File: src/rtl/dp4_pkg.sv
// Shared constants for the DP4 feeder: pipe latency, operand width,
// precision encodings and handy floating-point constants.
package dp4_pkg;

  localparam int DP4_LAT = 5;
  localparam int DP4_W   = 32;

  typedef enum logic {
    MODE_FP16 = 1'b0,
    MODE_FP32 = 1'b1
  } dp4_mode_e;

  localparam logic [31:0] ONE_FP32 = 32'h3F80_0000;
  localparam logic [15:0] ONE_FP16 = 16'h3C00;

endpackage

File: src/rtl/dp4_result_fifo.sv
// Synchronous result FIFO holding {tag, data}; pointers carry a wrap bit so
// full/empty/count fall out of a pointer compare. DEPTH must be a power of two.
module dp4_result_fifo #(
  parameter int DEPTH = 4,
  parameter int DW    = 33,
  localparam int AW   = $clog2(DEPTH)
) (
  input  logic          clk,
  input  logic          rst_n_i,
  input  logic          push_i,
  input  logic [DW-1:0] push_data_i,
  input  logic          pop_i,
  output logic [DW-1:0] head_o,
  output logic          full_o,
  output logic          empty_o,
  output logic [AW:0]   count_o
);

  logic [DW-1:0] mem_q [DEPTH];
  logic [AW:0]   wr_ptr_q, wr_ptr_d;
  logic [AW:0]   rd_ptr_q, rd_ptr_d;
  logic          do_push, do_pop;

  assign count_o = wr_ptr_q - rd_ptr_q;
  assign empty_o = (wr_ptr_q == rd_ptr_q);
  assign full_o  = (wr_ptr_q[AW] != rd_ptr_q[AW]) &&
                   (wr_ptr_q[AW-1:0] == rd_ptr_q[AW-1:0]);
  assign do_push = push_i & ~full_o;
  assign do_pop  = pop_i & ~empty_o;
  assign wr_ptr_d = wr_ptr_q + (AW+1)'(do_push);
  assign rd_ptr_d = rd_ptr_q + (AW+1)'(do_pop);
  assign head_o  = mem_q[rd_ptr_q[AW-1:0]];

  always_ff @(posedge clk) begin
    if (!rst_n_i) begin
      wr_ptr_q <= '0;
      rd_ptr_q <= '0;
    end else begin
      wr_ptr_q <= wr_ptr_d;
      rd_ptr_q <= rd_ptr_d;
    end
  end

  always_ff @(posedge clk) begin
    if (do_push) mem_q[wr_ptr_q[AW-1:0]] <= push_data_i;
  end

endmodule

File: src/rtl/dp4_feeder.sv
// Packs element pairs into four-lane DP4 issues, tracks in-flight results with a
// latency-matched shift register and buffers them under credit flow control.
module dp4_feeder
  import dp4_pkg::*;
#(
  parameter int LAT        = DP4_LAT,
  parameter int FIFO_DEPTH = 4,
  parameter int W          = DP4_W
) (
  input  logic         clk,
  input  logic         reset,
  input  logic         mode_req,
  input  logic         in_valid,
  output logic         in_ready,
  input  logic [W-1:0] in_x,
  input  logic [W-1:0] in_y,
  input  logic         in_last,
  output logic         dp_mode,
  output logic [W-1:0] dp_a,
  output logic [W-1:0] dp_b,
  output logic [W-1:0] dp_c,
  output logic [W-1:0] dp_d,
  output logic [W-1:0] dp_e,
  output logic [W-1:0] dp_f,
  output logic [W-1:0] dp_g,
  output logic [W-1:0] dp_h,
  input  logic [W-1:0] dp_result,
  output logic         out_valid,
  input  logic         out_ready,
  output logic [W-1:0] out_data,
  output logic         out_fp16,
  output logic         busy
);

  localparam int CNT_W = $clog2(FIFO_DEPTH) + 1;

  logic [1:0]       lane_q, lane_d;
  logic             dp_mode_q, dp_mode_d;
  logic [LAT:0]     sr_valid_q, sr_valid_d;
  logic [LAT:0]     sr_tag_q, sr_tag_d;
  logic [W-1:0]     x_ext, y_ext;
  logic [7:0]       inflight;
  logic [CNT_W-1:0] fifo_count;
  logic             fifo_full, fifo_empty;
  logic [W:0]       fifo_head;
  logic             completing, credit_ok, mode_pending;
  logic             accept, issue, mode_apply, pop;

  always_comb begin
    inflight = '0;
    for (int i = 0; i <= LAT; i++) inflight = inflight + 8'(sr_valid_q[i]);
  end

  assign x_ext = (dp_mode_q == MODE_FP16) ? {{(W-16){1'b0}}, in_x[15:0]} : in_x;
  assign y_ext = (dp_mode_q == MODE_FP16) ? {{(W-16){1'b0}}, in_y[15:0]} : in_y;

  // A pending mode change still lets the open group finish in the old mode;
  // new groups wait until the pipe has drained and dp_mode has switched.
  assign completing   = (lane_q == 2'd3) | in_last;
  assign credit_ok    = !fifo_full && ((inflight + 8'(fifo_count)) < 8'(FIFO_DEPTH));
  assign mode_pending = (mode_req != dp_mode_q);
  assign in_ready     = reset & (!mode_pending | (lane_q != '0)) & (!completing | credit_ok);
  assign accept       = in_valid & in_ready;
  assign issue        = accept & completing;
  assign mode_apply   = mode_pending & (lane_q == '0) & (inflight == '0);

  always_comb begin
    lane_d = lane_q;
    if (accept) lane_d = completing ? 2'd0 : lane_q + 2'd1;
    dp_mode_d  = mode_apply ? mode_req : dp_mode_q;
    sr_valid_d = {sr_valid_q[LAT-1:0], issue};
    sr_tag_d   = {sr_tag_q[LAT-1:0], dp_mode_q == MODE_FP16};
  end

  always_ff @(posedge clk) begin
    if (!reset) begin
      lane_q     <= '0;
      dp_mode_q  <= MODE_FP32;
      sr_valid_q <= '0;
      sr_tag_q   <= '0;
    end else begin
      lane_q     <= lane_d;
      dp_mode_q  <= dp_mode_d;
      sr_valid_q <= sr_valid_d;
      sr_tag_q   <= sr_tag_d;
    end
  end

  // Each lane holds its staged pair; the issue register drives for one cycle only.
  for (genvar gi = 0; gi < 4; gi++) begin : g_lane
    logic [W-1:0] x_q, y_q, dx_q, dy_q;

    always_ff @(posedge clk) begin
      if (!reset) begin
        x_q  <= '0;
        y_q  <= '0;
        dx_q <= '0;
        dy_q <= '0;
      end else begin
        if (accept && lane_q == 2'(gi)) begin
          x_q <= x_ext;
          y_q <= y_ext;
        end
        if (issue && lane_q == 2'(gi)) begin
          dx_q <= x_ext;
          dy_q <= y_ext;
        end else if (issue && lane_q > 2'(gi)) begin
          dx_q <= x_q;
          dy_q <= y_q;
        end else begin
          dx_q <= '0;
          dy_q <= '0;
        end
      end
    end
  end

  assign dp_mode = dp_mode_q;
  assign dp_a = g_lane[0].dx_q;
  assign dp_b = g_lane[0].dy_q;
  assign dp_c = g_lane[1].dx_q;
  assign dp_d = g_lane[1].dy_q;
  assign dp_e = g_lane[2].dx_q;
  assign dp_f = g_lane[2].dy_q;
  assign dp_g = g_lane[3].dx_q;
  assign dp_h = g_lane[3].dy_q;

  dp4_result_fifo #(
    .DEPTH(FIFO_DEPTH),
    .DW   (W + 1)
  ) u_fifo (
    .clk        (clk),
    .rst_n_i    (reset),
    .push_i     (sr_valid_q[LAT]),
    .push_data_i({sr_tag_q[LAT], dp_result}),
    .pop_i      (pop),
    .head_o     (fifo_head),
    .full_o     (fifo_full),
    .empty_o    (fifo_empty),
    .count_o    (fifo_count)
  );

  assign out_valid = !fifo_empty;
  assign pop       = out_valid & out_ready;
  assign out_fp16  = out_valid & fifo_head[W];
  assign out_data  = !out_valid ? '0 :
                     fifo_head[W] ? {{(W-16){1'b0}}, fifo_head[15:0]} : fifo_head[W-1:0];
  assign busy      = (lane_q != '0) | (inflight != '0) | !fifo_empty;

endmodule
File: config.mk
export PLATFORM = sky130hd
export DESIGN_NAME = dp4_feeder
export DESIGN_NICKNAME = d
export VERILOG_FILES = /design/src/rtl/dp4_pkg.sv /design/src/rtl/dp4_result_fifo.sv /design/src/rtl/dp4_feeder.sv
export SDC_FILE = /design/constraint.sdc
export NUM_CORES = 1
export LEC_CHECK = 0
export ABC_AREA = 0
export CAP_MARGIN = 20
export CORE_MARGIN = 1.5
export CORE_UTILIZATION = 45
export CTS_CLUSTER_DIAMETER = 150
export CTS_CLUSTER_SIZE = 14
export DETAILED_ROUTE_END_ITERATION = 10
export PLACE_DENSITY_LB_ADDON = 0.08
export SLEW_MARGIN = 0
export SYNTH_ARGS = -nofsm -noshare
export SYNTH_HDL_FRONTEND = slang
export SYNTH_HIERARCHICAL = 1
export SYNTH_SLANG_ARGS = --single-unit
File: constraint.sdc
create_clock -name clk -period 5.4 [get_ports clk]
set_input_delay 0.81 -clock clk [delete_from_list [all_inputs] [get_ports clk]]
set_output_delay 0.81 -clock clk [all_outputs]
set_load 0.005 [all_outputs]
# After elaboration in Yosys (flattened, before gate mapping)
# Memories as Yosys holds them, arrays and structs flattened. A register that Yosys moved wholly into a read port is not among the register bits.
# Cells that the tools add are included.
# W data, S select, Z words.
dict set report op_classes {
  n_eq_ne 7
  n_mux 24
  reduce_logical 22
  bitwise 18
  addsub 10
  magnitude_cmp 5
}
# operator count
set op_table {}
lappend op_table {{$mux W32} 20}
lappend op_table {{$logic_and A1 B1 Y1} 14}
lappend op_table {{$and A1 B1 Y1} 10}
lappend op_table {{$logic_not A8 Y1} 1}
lappend op_table {{$reduce_bool A8 Y1} 1}
lappend op_table {{$add A6 B3 Y7} 1}
lappend op_table {{$lt A7 B3 Y1 const B} 1}
lappend op_table {{$add A3 B1 Y3} 2}
lappend op_table {{$add A5 B1 Y6} 1}
lappend op_table {{$add A4 B1 Y5} 1}
lappend op_table {{$or A1 B1 Y1} 5}
lappend op_table {{$add A3 B1 Y4} 1}
lappend op_table {{$eq A2 B2 Y1 const B} 2}
lappend op_table {{$gt A2 B1 Y1 const B} 2}
lappend op_table {{$gt A2 B2 Y1 const B} 2}
lappend op_table {{$logic_not A1 Y1} 4}
lappend op_table {{$mux W2} 2}
lappend op_table {{$add A2 B1 Y3} 1}
lappend op_table {{$eq A3 B3 Y1} 1}
lappend op_table {{$not A1 Y1} 3}
lappend op_table {{$sub A3 B3 Y3} 1}
lappend op_table {{$add A1 B1 Y2} 1}
lappend op_table {{$add A2 B1 Y2 const B} 1}
lappend op_table {{$eq A2 B1 Y1 const B} 1}
lappend op_table {{other kinds (5)} 7}
dict set report totals {
  inputBits 102
  mem_count 1
  word_cells 109
  ram_bits 132
  reg_bits 533
}
# memory depth width rd rd_clocked_by_memory_dff write_ports line
set memory_table {}
lappend memory_table {u_fifo.mem_q 4 33 1 1 1 dp4_result_fifo.sv:19} ;# logic [DW-1:0] mem_q [DEPTH];

# Depth between registers and ports, before layout
# Gate-level depths: netlist of run 1.
dict set report logic_depth {
  word_depth 15
  depth_mapped 13
  mapped_depth_nobuf 11
}

# Hierarchy
# Netlist of run 1, hierarchy kept.
# module area_per_inst_um2 cells_each n_inst
set by_module_without_submodules {}
lappend by_module_without_submodules {dp4_feeder 16238.1 1594 1}
lappend by_module_without_submodules {dp4_result_fifo 5205.0 214 1}

# Worst setup path after synthesis of run 1
# Ideal clock, no wire load.
dict set report synth_timing {
  kind {register to register}
  startpoint {reg u_fifo.rd_ptr_q[1]}
  endpoint {mem u_fifo.mem_q[2][0] (enable)}
  period_less_slack_ns 4.386
  setup_time_ns 0.484
  stages_incl_launch_ff 6
  path_buffers 2
  arrival_time_ns 3.902
  slack_ns 1.014
  cell_sequence {dfxtp_1 buf_2 buf_2 inv_1 ha_1 a311oi_1}
}
dict set report synth_between {
  elab_chain_cells 6
}
# element line
set synth_lines {}
lappend synth_lines {{from (decl)} dp4_result_fifo.sv:21} ;# logic [AW:0] rd_ptr_q, rd_ptr_d;
lappend synth_lines {{from (signal assigned)} dp4_result_fifo.sv:40} ;# rd_ptr_q <= rd_ptr_d;
lappend synth_lines {{$eq A2 B2 Y1} dp4_result_fifo.sv:27} ;# (wr_ptr_q[AW-1:0] == rd_ptr_q[AW-1:0]);
lappend synth_lines {{$logic_and A1 B1 Y1} dp4_result_fifo.sv:26} ;# assign full_o = (wr_ptr_q[AW] != rd_ptr_q[AW]) &&
lappend synth_lines {{$not A1 Y1} dp4_result_fifo.sv:28} ;# assign do_push = push_i & ~full_o;
lappend synth_lines {{$and A1 B1 Y1} dp4_result_fifo.sv:28}
lappend synth_lines {{$mux W1} dp4_result_fifo.sv:45} ;# if (do_push) mem_q[wr_ptr_q[AW-1:0]] <= push_data_i;
lappend synth_lines {{$mux W1 (not written as such)} dp4_result_fifo.sv:45}
lappend synth_lines {{to (decl)} dp4_result_fifo.sv:19}
# No other way between the ends.

# Worst setup path in the final report of run 1
dict set report layout_timing {
  startpoint {reg sr_valid_q[0]}
  endpoint {out in_ready}
}
dict set report layout_between {
  elab_chain_cells 10
}
# element line
set layout_lines {}
lappend layout_lines {{from (decl)} dp4_feeder.sv:39} ;# logic [LAT:0] sr_valid_q, sr_valid_d;
lappend layout_lines {{from (signal assigned)} dp4_feeder.sv:84} ;# sr_valid_q <= sr_valid_d;
lappend layout_lines {{$add A1 B1 Y2} dp4_feeder.sv:51} ;# for (int i = 0; i <= LAT; i++) inflight = inflight + 8'(sr_valid_q[i]);
lappend layout_lines {{$add A2 B1 Y3} dp4_feeder.sv:51}
lappend layout_lines {{$add A3 B1 Y4} dp4_feeder.sv:51}
lappend layout_lines {{$add A4 B1 Y5} dp4_feeder.sv:51}
lappend layout_lines {{$add A5 B1 Y6} dp4_feeder.sv:51}
lappend layout_lines {{$add A6 B3 Y7} dp4_feeder.sv:60} ;# assign credit_ok = !fifo_full && ((inflight + 8'(fifo_count)) < 8'(FIFO_DEPTH));
lappend layout_lines {{$lt A7 B3 Y1} dp4_feeder.sv:60}
lappend layout_lines {{$logic_and A1 B1 Y1} dp4_feeder.sv:60}
lappend layout_lines {{$or A1 B1 Y1} dp4_feeder.sv:62} ;# assign in_ready = reset & (!mode_pending | (lane_q != '0)) & (!completing | credit_ok);
lappend layout_lines {{$and A1 B1 Y1} dp4_feeder.sv:62}
lappend layout_lines {{to (decl)} dp4_feeder.sv:14} ;# output logic in_ready,
# No other way between the ends.

==> summary by stage, run 1 <==
Outcome
The run finished with clean final reports.

Logic synthesis
The number of warnings printed during yosys synthesis is 6. Counting flops and latches in the post-synthesis netlist gives between 600 and 700. The netlist uses between 40 and 50 different library cells. The post-synthesis async set-or-reset flop share is 0%.

Synthesis produced 1808 cells. The cell area that synthesis handed to floorplanning was approximately 21000 µm². The mean instance size in the synthesized netlist is roughly 12 µm². Counting every net in the synthesized netlist gives approximately 1900.

The synthesized design contains ~130 enable-type register cells. The sequential cell area fraction in the yosys report is just over 60%. Among all flip-flop cells after synthesis, the most frequent one is sky130_fd_sc_hd__dfxtp_1.

Floorplanning
During I/O placement, the number of pins put on the boundary was 395. The core region is approximately 47000 µm². The starting utilization of the core area is approximately 46%. The number of standard-cell rows in the floorplan is about 80. In this run the vertical extent of the chip is 221 µm. The floorplan die width is ~220 µm. The die outline area is between 40000 and 50000 µm².

Power
The leakage dissipation is about 10 nW. The overall power after layout is around 8.3 mW. The power per standard cell area is around 310 nW/µm².

The peak ir drop on the vdd network is between 0.0002 and 0.0003 V.

Critical path
On the worst path, the slowest cell contributes a delay of just under 0.6 ns. The required time of the critical path is around 4.6 ns. The worst setup path is of the reg2out kind.

The kind of capture point of the worst setup path is an output pin. The most used cell along the critical path is sky130_fd_sc_hd__fa_1. The signal on the critical path passes through fa_1 > inv_1 > fa_1 > inv_1 > ha_1 > fa_1 > ha_1 > or4_4 > o22ai_4 > and3_1 > clkdlybuf4s50_1. The slowest stage of the critical path belongs to the cell sky130_fd_sc_hd__or4_4.

Together, buffers and inverters on the worst path number 3. The arrival time at the worst endpoint is between 4 and 5 ns. The gate family responsible for the most delay along the worst path is adder cells.

The startpoint type of the worst setup path is a register. In this run the worst path has a maximum fanout of 5.

Global routing
The largest net degree at the start of global routing is around 120. The aggregate global routing overflow is 0. The number of global-route vias before repair was around 15000. Across every metal layer, demand over resource in global routing totals a little under a quarter. The initial antenna violation count came to 2. The global-route wire length before repair is between 80000 and 90000 µm.

STA
The worst max-slew margin expressed relative to the limit is between 20% and 30%. The maximum achievable frequency is 191 MHz. The final number of setup-violating endpoints is 0. The tightest hold path in the finished design has a slack of between 0.4 and 0.5 ns. The time the worst path needs with I/O delays and setup is roughly 5.2 ns. The worst setup margin is 0.159 ns. The slew at the pin with the worst max-slew slack is about 1.1 ns. The number of hold-slack violations in the final timing report was 0. After routing, the total negative slack on setup checks comes to 0 ns.

For the final database, setup skew stands at ~0.018 ns. The max-slew violation count is 0. The share of the cycle needed by the critical path after routing is 97.1%.

Setup repair after global routing left no endpoint under its margin.

Place
Counting tap cells, the placed design contains a total of between 2000 and 3000 instances. At the end of routability-driven placement, the weighted congestion stood at ~0.77. In this run the tool buffered the top-level ports with 394 buffer cells. The post-detailed-placement cell area is between 20000 and 30000 µm². At the placement stage, the worst setup path has a slack of approximately 0.74 ns. The half-perimeter wire length of the detailed placement result is ~36000 µm.

Routing
The first-pass iteration count of the detailed router is 5. The via count of the routed design is approximately 15000. The starting DRC count in detailed routing is around 880.

Using the TritonRoute via totals, the vias-per-cell ratio works out to 5.32. The DRC violation count after routing is 0. The final layout contains routed wiring with a total length of slightly below 60000 µm.

The post-route antenna net violation count is 0. The average wire per cell in the routed design is 21.0 µm.

Cells and area
The utilization after layout is approximately 58%. The area taken by flip-flops and latches is about 13000 µm². The library cells used most frequently in the layout, excluding fill and tap cells, are sky130_fd_sc_hd__dfxtp_1, sky130_fd_sc_hd__clkdlybuf4s50_1, sky130_fd_sc_hd__nand2_1, sky130_fd_sc_hd__mux2i_1, sky130_fd_sc_hd__edfxtp_1.

The filler cell count is between 3000 and 4000. The net count of the finished layout is approximately 2300. The area overhead of the layout relative to synthesis is 25.7%. The leading cell type in the layout, fill and taps excluded is sky130_fd_sc_hd__dfxtp_1.

In the final layout, the multi-input gates occupy around 7300 µm². Cells with a size suffix above 1 make up between 6 and 7% of the layout. The cell area after layout is between 20000 and 30000 µm². For this run, the number of standard cells in the final layout without fillers is roughly 2800.

Clock tree
The number of clock buffers added by TritonCTS is 48. The hold buffer count at CTS is 0. CTS built an H-tree with a depth of 2. For the worst-skew pair, the clock arrives at the later sink with an insertion delay of approximately 0.59 ns. The clock passes through at most 3 buffers. The TritonCTS clock tree is built. The buffer cell driving the clock tree root is sky130_fd_sc_hd__clkbuf_16. The count of instances resized after the clock tree is built is 0. The number of clock sinks is between 600 and 700. Post-CTS timing repair inserted 0 buffers for setup. After clock tree synthesis, the clock-pin slew on the worst setup and hold paths is approximately 0.080 ns.

Worst hold path
The path class of the lowest-slack min-delay path is reg2reg.

Flow run
Across the run, the number of max-cap violations was 0.
## power by group
group	internal (mW)	switching, mW	leakage (nW)
Clock	1.64	1.52	0.623
Combinational	0.188	0.281	4.83
Sequential	4.64	0.0372	4.97
## synthesized netlist by cell type, drive strengths merged (8+ instances only)
| cell | count | area (µm²) |
|---|---|---|
| a22o | 17 | 149 |
| dfxtp | 469 | 9390 |
| mux2i | 210 | 2100 |
| nand2 | 341 | 1280 |
| a32o | 47 | 470 |
| nor2b | 19 | 119 |
| edfxtp | 132 | 3960 |
| clkbuf | 81 | 304 |
| ha | 14 | 175 |
| inv | 18 | 67.6 |
| mux4 | 33 | 754 |
| o2bb2ai | 32 | 280 |
| buf | 53 | 543 |
| and2 | 51 | 319 |
| nand3 | 39 | 195 |
| a21oi | 70 | 350 |
| and3 | 8 | 50.1 |
| a22oi | 11 | 82.6 |
| nor2 | 119 | 447 |
| nand4 | 16 | 100 |
## final cells by class
| cell class | instances | area share (%) |
|---|---|---|
| Timing Repair Buffer | 423 | 15.6 |
| Inverter | 18 | 0.251 |
| Tap cell | 607 | 2.82 |
| Clock buffer | 65 | 4.77 |
| Sequential cell | 601 | 49.6 |
| Multi-Input combinational cell | 1055 | 27.0 |
| Antenna cell | 2 | 0.0186 |
## logic make-up after synthesis
family          share of synthesized area (%)
simple gates                             12.1
buf+inv                                  4.27
compound gates                           6.62
flops                                    62.3
mux                                      13.3
fa+ha+maj                                1.19
xor+xnor                                0.239
## path summary, 6_finish.rpt
path                 startpoint           to  slack, ns  cells after the start
setup / recovery  sr_valid_q[0]     in_ready       0.16                     11
hold / removal      sr_tag_q[1]  sr_tag_q[2]       0.43                      1
setup reg to reg  sr_valid_q[0]     dp_g[16]       0.92                     12
hold reg to reg     sr_tag_q[1]  sr_tag_q[2]       0.43                      1
## registers in the layout, summed over array words and instances, names as in the netlist
register and count:
u_fifo/rd_ptr_q 3, g_lane.x_q 96, sr_valid_q 6, dp_a 32, dp_h 32, lane_q 2, sr_tag_q 6, dp_mode 1
g_lane.y_q 96, dp_c 32, dp_b 32, u_fifo/mem_q 132, dp_g 32, u_fifo/wr_ptr_q 3, dp_d 32, dp_f 32
dp_e 32
## per-layer routing
metal  share of wire (%)  global-route usage [%]  vias up
met5               0.014                       0        -
met4                 1.9                    6.07        2
met3                 6.3                    5.24       75
met2                  47                    38.5      405
met1                  44                    31.2     7326
li1                    -                       -     6928
Power figures use the tool's default switching activity.
==> inputs of run 2 (changes only) <==
- ABC_AREA: 0 -> unset
- PLACE_DENSITY: unset -> 0.7
- PLACE_DENSITY_LB_ADDON: 0.08 -> unset
==> summary by stage, run 2 (synthesized netlist as in run 1, its figures left out) <==
Clock tree
The number of clock sinks is approximately 600. In this run the post-CTS setup repair buffer count came out at 0. At the later pin of the worst-skew pair, clock insertion delay measures about 0.6 ns.

The clock edge transition at the registers on the reported setup and hold paths is approximately 0.070 ns. The TritonCTS clock tree is built. The number of clock buffers added by TritonCTS is 48. The H-tree depth is 2. In this run the clock root is driven by a sky130_fd_sc_hd__clkbuf_16. In this run the deepest clock path goes through 3 buffers. Buffers inserted to repair hold after CTS numbered 0.

Cells and area
The library cells used most frequently in the layout, excluding fill and tap cells, are sky130_fd_sc_hd__dfxtp_1, sky130_fd_sc_hd__clkdlybuf4s50_1, sky130_fd_sc_hd__nand2_1, sky130_fd_sc_hd__mux2i_1, sky130_fd_sc_hd__edfxtp_1. The final instance count without filler cells is 2770. In the final design database the tool counted around 2300 nets.

The fraction of layout cells with a size suffix above 1 is 6.11%. At the end of the flow the core is filled with cells to between 50% and 60%. The register with the most flip-flops in the layout has approximately 130 of them. Relative to the synthesized area, the layout overhead comes to 26.0%. The filler cell count is around 3900.

The library cell used most frequently in the layout, excluding fill and tap cells, is sky130_fd_sc_hd__dfxtp_1.

Power
The internal cell power is 6.48 mW. VDD sags by at most about 0.00026 V. Registers are responsible for between 50 and 60% of the overall power. The net switching component of the power is between 1.5 and 2 mW. The switching portion of total power is between 20 and 25%.

The leakage dissipation is 10.5 nW. The share of total power in the clock network is about two fifths. The power per standard cell area is 308 nW/µm². The combinational cell fraction of total power is 5.7%.

Place
The post-placement cell count is about 2700. The number of buffers inserted by port buffering is slightly below 400. The final estimated routing congestion in global placement is between 0.7 and 0.8.

At the placement stage, the worst setup path has a slack of roughly 0.74 ns. The wire-length estimate of the detail-placed layout is about 36000 µm.

Critical path
The arrival time at the worst endpoint is 4.10 ns. STA puts the critical path data required time at about 4.6 ns. The critical path goes through fa_1 > inv_1 > fa_1 > inv_1 > ha_1 > fa_1 > ha_1 > or4_4 > o22ai_4 > and3_1 > dlymetal6s2s_1.

The cell with the biggest individual delay on the critical path is sky130_fd_sc_hd__or4_4. The worst setup path is captured at an output pin. The most used cell along the critical path is sky130_fd_sc_hd__fa_1. The category of the critical setup timing path is reg2out. STA classifies the critical path startpoint as a register. For this run, the slowest stage of the critical path takes approximately 0.58 ns. The maximum fanout along the worst path is 5.

Floorplanning
From left edge to right edge, the die measures 221 µm. The initialized floorplan defines 79 standard-cell rows. Once the floorplan was initialized, standard cells occupied about 46% of the core. The height of the die is 221 µm. The die outline area is 49000 µm². The placeable core area is 46800 µm².

The number of top-level design ports is 395.

STA
The number of hold-slack violations in the final timing report came to 0. After layout, the minimum clock period comes to around 4.9 ns. The slew at the pin with the worst max-slew slack is around 1.2 ns. The clock skew is around 0.016 ns. Setup violations remaining at the end of the flow were counted as 0. Measured against its own limit, the worst slew margin works out to roughly a quarter. The worst setup margin is 0.494 ns. The maximum achievable frequency is slightly above 200 MHz.

The max-slew violation count is 0. The total negative slack is 0 ns. Setup repair after global routing left no endpoint under its margin. The share of the cycle needed by the critical path after routing is 90.9%.

Routing
The average wire per cell in the routed design is a little over 20 µm. For this run, the detailed router's first-pass iteration total came to 6. In the routed design, unresolved DRC markers number 0. Summed over all layers, the routed wires come to between 50000 and 60000 µm.

The detailed router finished its first iteration with about 920 violations. The via count of the routed design is 14812. Dividing the detail-routed via count by the number of cells gives about 5.3. Once detail routing completed, the nets flagged for antenna violations numbered 0.

Global routing
For this run, the total global-route usage over all layers was measured as 23.1%. The first global-routing pass estimated about 90000 µm of wire. The initial antenna violation count is 5. Entering global routing, the biggest net connects 120 pins. For this run the aggregate overflow at the end of global routing stands at 0.

The number of global-route vias before repair is ~15000.

Worst hold path
The tightest min-delay check is of the reg2reg type.

Flow run
Max-cap violations in this run came to 0.

Outcome
The flow ran to the end, and the final reports show no timing, DRC or antenna violations.
[run 2: worst paths after layout]
check | start | end | slack, ns | cells after the start
worst max register to register | sr_valid_q[0] | dp_c[29] | 0.96 | 12
worst min-delay path | sr_tag_q[0] | sr_tag_q[1] | 0.43 | 1
worst min register to register | sr_tag_q[0] | sr_tag_q[1] | 0.43 | 1
worst max-delay path | sr_valid_q[0] | in_ready | 0.49 | 11
[run 2: final cells by class]
cell class              instances  area (µm²)  area share [%]
flip-flops and latches        601       13400            49.4
multi-input cells            1055        7280            27.0
repair buffers                422        4220            15.6
clock buffers                  63        1280            4.73
well taps                     607         759            2.81
inverters                      18        67.6           0.250
clock inverters                 2        40.0           0.148
diodes                          2        5.00          0.0185
[run 2: power groups by stage]
stage	logic, mW	registers, mW	clock network [mW]
final	0.473	4.67	3.19
after global placement	0.460	4.77	0
after detailed placement	0.470	4.77	0
after CTS	0.472	4.67	3.27
after floorplan	0.264	4.76	0
after global routing	0.510	4.67	3.44
[run 2: worst max-delay path, delay by kind of cell (launching register included)]
| kind | cells | cell delay (ns) |
|---|---|---|
| AOI/OAI and AO/OA | 1 | 0.21 |
| adders and majority gates | 5 | 1.87 |
| buffers and inverters | 3 | 0.30 |
| DFF | 1 | 0.33 |
| and+or+nand+nor | 2 | 0.77 |
[run 2: metrics by stage]
stage	hold WS, ns	power [mW]	area, µm²
finish	0.434	8.33	27000
global route	0.445	8.62	27000
CTS	0.437	8.41	27000
detailed placement	0.421	5.24	25700
global placement	0.419	5.23	25700
floorplan	0.412	5.03	21400
[run 2: timing repair]
action	CTS	global route
endpoints found under the setup margin	0	1
hold endpoints to repair	0	0
gates resized for setup	0	1
[run 2: per-layer routing]
layer,GRT usage (%),routed length (µm)
met5,0,27
met4,6.41,1150
met3,6.44,4380
met2,37.8,27300
met1,29.8,24800
==> inputs of run 3 (changes only) <==
- DONT_BUFFER_PORTS: unset -> 1
- PLACE_DENSITY: 0.7 -> unset
- PLACE_DENSITY_LB_ADDON: unset -> 0.12
==> summary by stage, run 3 (synthesized netlist as in run 1, its figures left out) <==
Clock tree
The total clock buffers created by CTS is 48. In this run, post-CTS repair resized a total of 0 instances. The tree is rooted in a sky130_fd_sc_hd__clkbuf_16. The count of buffers added by post-CTS timing repair for setup is 0. The H-tree depth is 2. The maximum buffer depth of the clock tree is 3. The hold buffer count at CTS is 0. After clock tree synthesis, the clock-pin slew on the worst setup and hold paths is roughly 0.070 ns. The insertion delay of the later-clocked pin in the worst-skew pair is a little under 0.6 ns. The number of clock sinks is around 600. The TritonCTS clock tree is built.

Cells and area
The repair_antennas step left the layout with diodes totalling 0. The area of combinational cells with multiple inputs is 7280 µm². The area taken by flip-flops and latches is 13400 µm². In the layout the commonest cells are sky130_fd_sc_hd__dfxtp_1, sky130_fd_sc_hd__nand2_1, sky130_fd_sc_hd__mux2i_1, sky130_fd_sc_hd__edfxtp_1, sky130_fd_sc_hd__nor2_1. Counting the fill cells in the layout gives ~4200.

The area growth from synthesis to layout is 7.19%. For this run, the number of standard cells in the final layout without fillers is approximately 2400. The final layout contains between 1500 and 2000 nets. The fraction of layout cells with a size suffix above 1 is under 10%. The number of flip-flops under the largest register name is 132.

The leading cell type in the layout, fill and taps excluded is sky130_fd_sc_hd__dfxtp_1.

Routing
The detailed router finished its first iteration with roughly 860 violations. The first-pass iteration count of the detailed router is 5. The post-route antenna net violation count is 0. Dividing the detail-routed wire length by the instance count gives around 23 µm. The DRC violation count after routing is 0. After detailed routing, the number of vias per cell comes to 5.55. The total wirelength of the detailed-routed design is between 50000 and 60000 µm. The via count of the routed design is roughly 13000.

Global routing
The initial antenna violation count was 0. After global routing the overflow that remains totals 0. Across every metal layer, demand over resource in global routing totals approximately 22%.

The number of global-route vias before repair is approximately 13000. The largest net degree at the start of global routing is a little over 300. The first global-routing pass estimated ~83000 µm of wire.

Floorplanning
The floorplan has between 70 and 80 rows. The floorplan die width is 221 µm. The initial utilization of the core area, before any placement, comes to 45.9%. The placeable core area is about 47000 µm². The die outline area is between 40000 and 50000 µm². The number of top-level design ports is about 400. The die is roughly 220 µm tall.

Power
The leakage dissipation is 9.03 nW. Power spread over the standard cell area amounts to around 350 nW/µm². The overall power after layout is between 8 and 9 mW.

VDD sags by at most 0.000286 V.

STA
Setup violations remaining at the end of the flow were counted as 0. Setup repair after global routing left no endpoint under its margin. The clock arrives with slightly above 0.02 ns of skew. The worst setup margin is between 0.6 and 0.7 ns.

The worst max-slew margin expressed relative to the limit is around 33%. The maximum achievable frequency is around 210 MHz. The max-slew violation count is 0. The final critical path takes up around 88% of the cycle.

The slew at the pin with the worst max-slew slack is 1.00 ns. Across all hold checks on the routed design, the worst slack comes to about 0.32 ns. Setup total negative slack on the finished layout was measured at 0 ns.

The number of hold-slack violations in the final timing report is 0. The time the worst path needs with I/O delays and setup is roughly 4.7 ns.

Critical path
Of all nets on the critical path, the largest fanout is 5. In this design, the stage delay of the slowest critical-path cell is around 0.56 ns. The startpoint type of the worst setup path is a register.

In this design, the largest share of critical-path delay is due to adder cells. The most used cell along the critical path is sky130_fd_sc_hd__fa_1. The critical path is of the reg2out type.

The critical path contains buffers and inverters numbering 2 combined. The cell with the biggest individual delay on the critical path is sky130_fd_sc_hd__or4_4. The worst setup path is captured at an output pin. At the worst endpoint, the arrival time is slightly below 4 ns. The critical path goes through fa_1 > inv_1 > fa_1 > inv_1 > ha_1 > fa_1 > ha_1 > or4_4 > o22ai_4 > and3_1. The required time of the critical path is 4.59 ns.

Flow run
The number of max-cap violations is 0.

Place
Buffers placed on the I/O ports in this run total 0. The half-perimeter wire length of the detailed placement result is 34000 µm. The number of placed instances, taps included, is 2306.

At the end of routability-driven placement, the weighted congestion stood at 0.782. The worst setup slack before clock tree synthesis is slightly above 0.9 ns.

Worst hold path
The path class of the lowest-slack min-delay path is in2reg.

Outcome
The flow ran to the end, and the final reports show no timing, DRC or antenna violations.
[run 3: cell types whose count changed in the layout (fill, tap and decap cells not counted)]
cell	change
sky130_fd_sc_hd__clkdlybuf4s50_1	-392
sky130_fd_sc_hd__buf_12	-2
sky130_fd_sc_hd__diode_2	-2
sky130_fd_sc_hd__inv_16	-2
sky130_fd_sc_hd__buf_8	-1
sky130_fd_sc_hd__clkbuf_1	+1
sky130_fd_sc_hd__dlymetal6s2s_1	-1
[run 3: cell type report]
class	count	area share [%]
well taps	607	3.30
clock buffers	64	5.58
inverters	18	0.294
repair buffers	26	1.01
flip-flops and latches	601	58.1
multi-input cells	1055	31.7
[run 3: power breakdown]
group          internal [mW]  switching [mW]
clock network           1.64            1.51
registers               4.64          0.0431
logic                 0.0967           0.189
total                   6.37            1.74
[run 3: stage by stage]
stage	cell area [µm²]	utilization, %
floorplan	21400	-
global placement	21700	46.4
detailed placement	21700	46.4
CTS	23000	49.1
global route	23000	49.2
finish	23000	49.2
[run 3: routing by layer]
metal | wire, µm | GRT usage (%) | up-vias
met4 | 1250 | 6.87 | 0
li1 | - | - | 6158
met1 | 23100 | 27.6 | 6538
met5 | 0 | 0 | -
met2 | 26500 | 36.6 | 388
met3 | 4310 | 6.80 | 72
[run 3: worst paths after layout]
path,endpoint,slack (ns),from,depth (start not counted)
max,in_ready,0.66,sr_valid_q[0],10
min,u_fifo/mem_q[2][23],0.32,dp_result[23],0
min reg2reg,sr_tag_q[1],0.43,sr_tag_q[0],1
max reg2reg,dp_c[4],0.96,sr_valid_q[0],12
[run 3: worst reg2reg max path, delay by kind of cell (launching register included)]
family | cells | cell delay, ns
DFF | 1 | 0.33
adders and majority gates | 5 | 1.87
and+or+nand+nor | 3 | 1.57
AOI/OAI and AO/OA | 1 | 0.17
buffers and inverters | 3 | 0.45
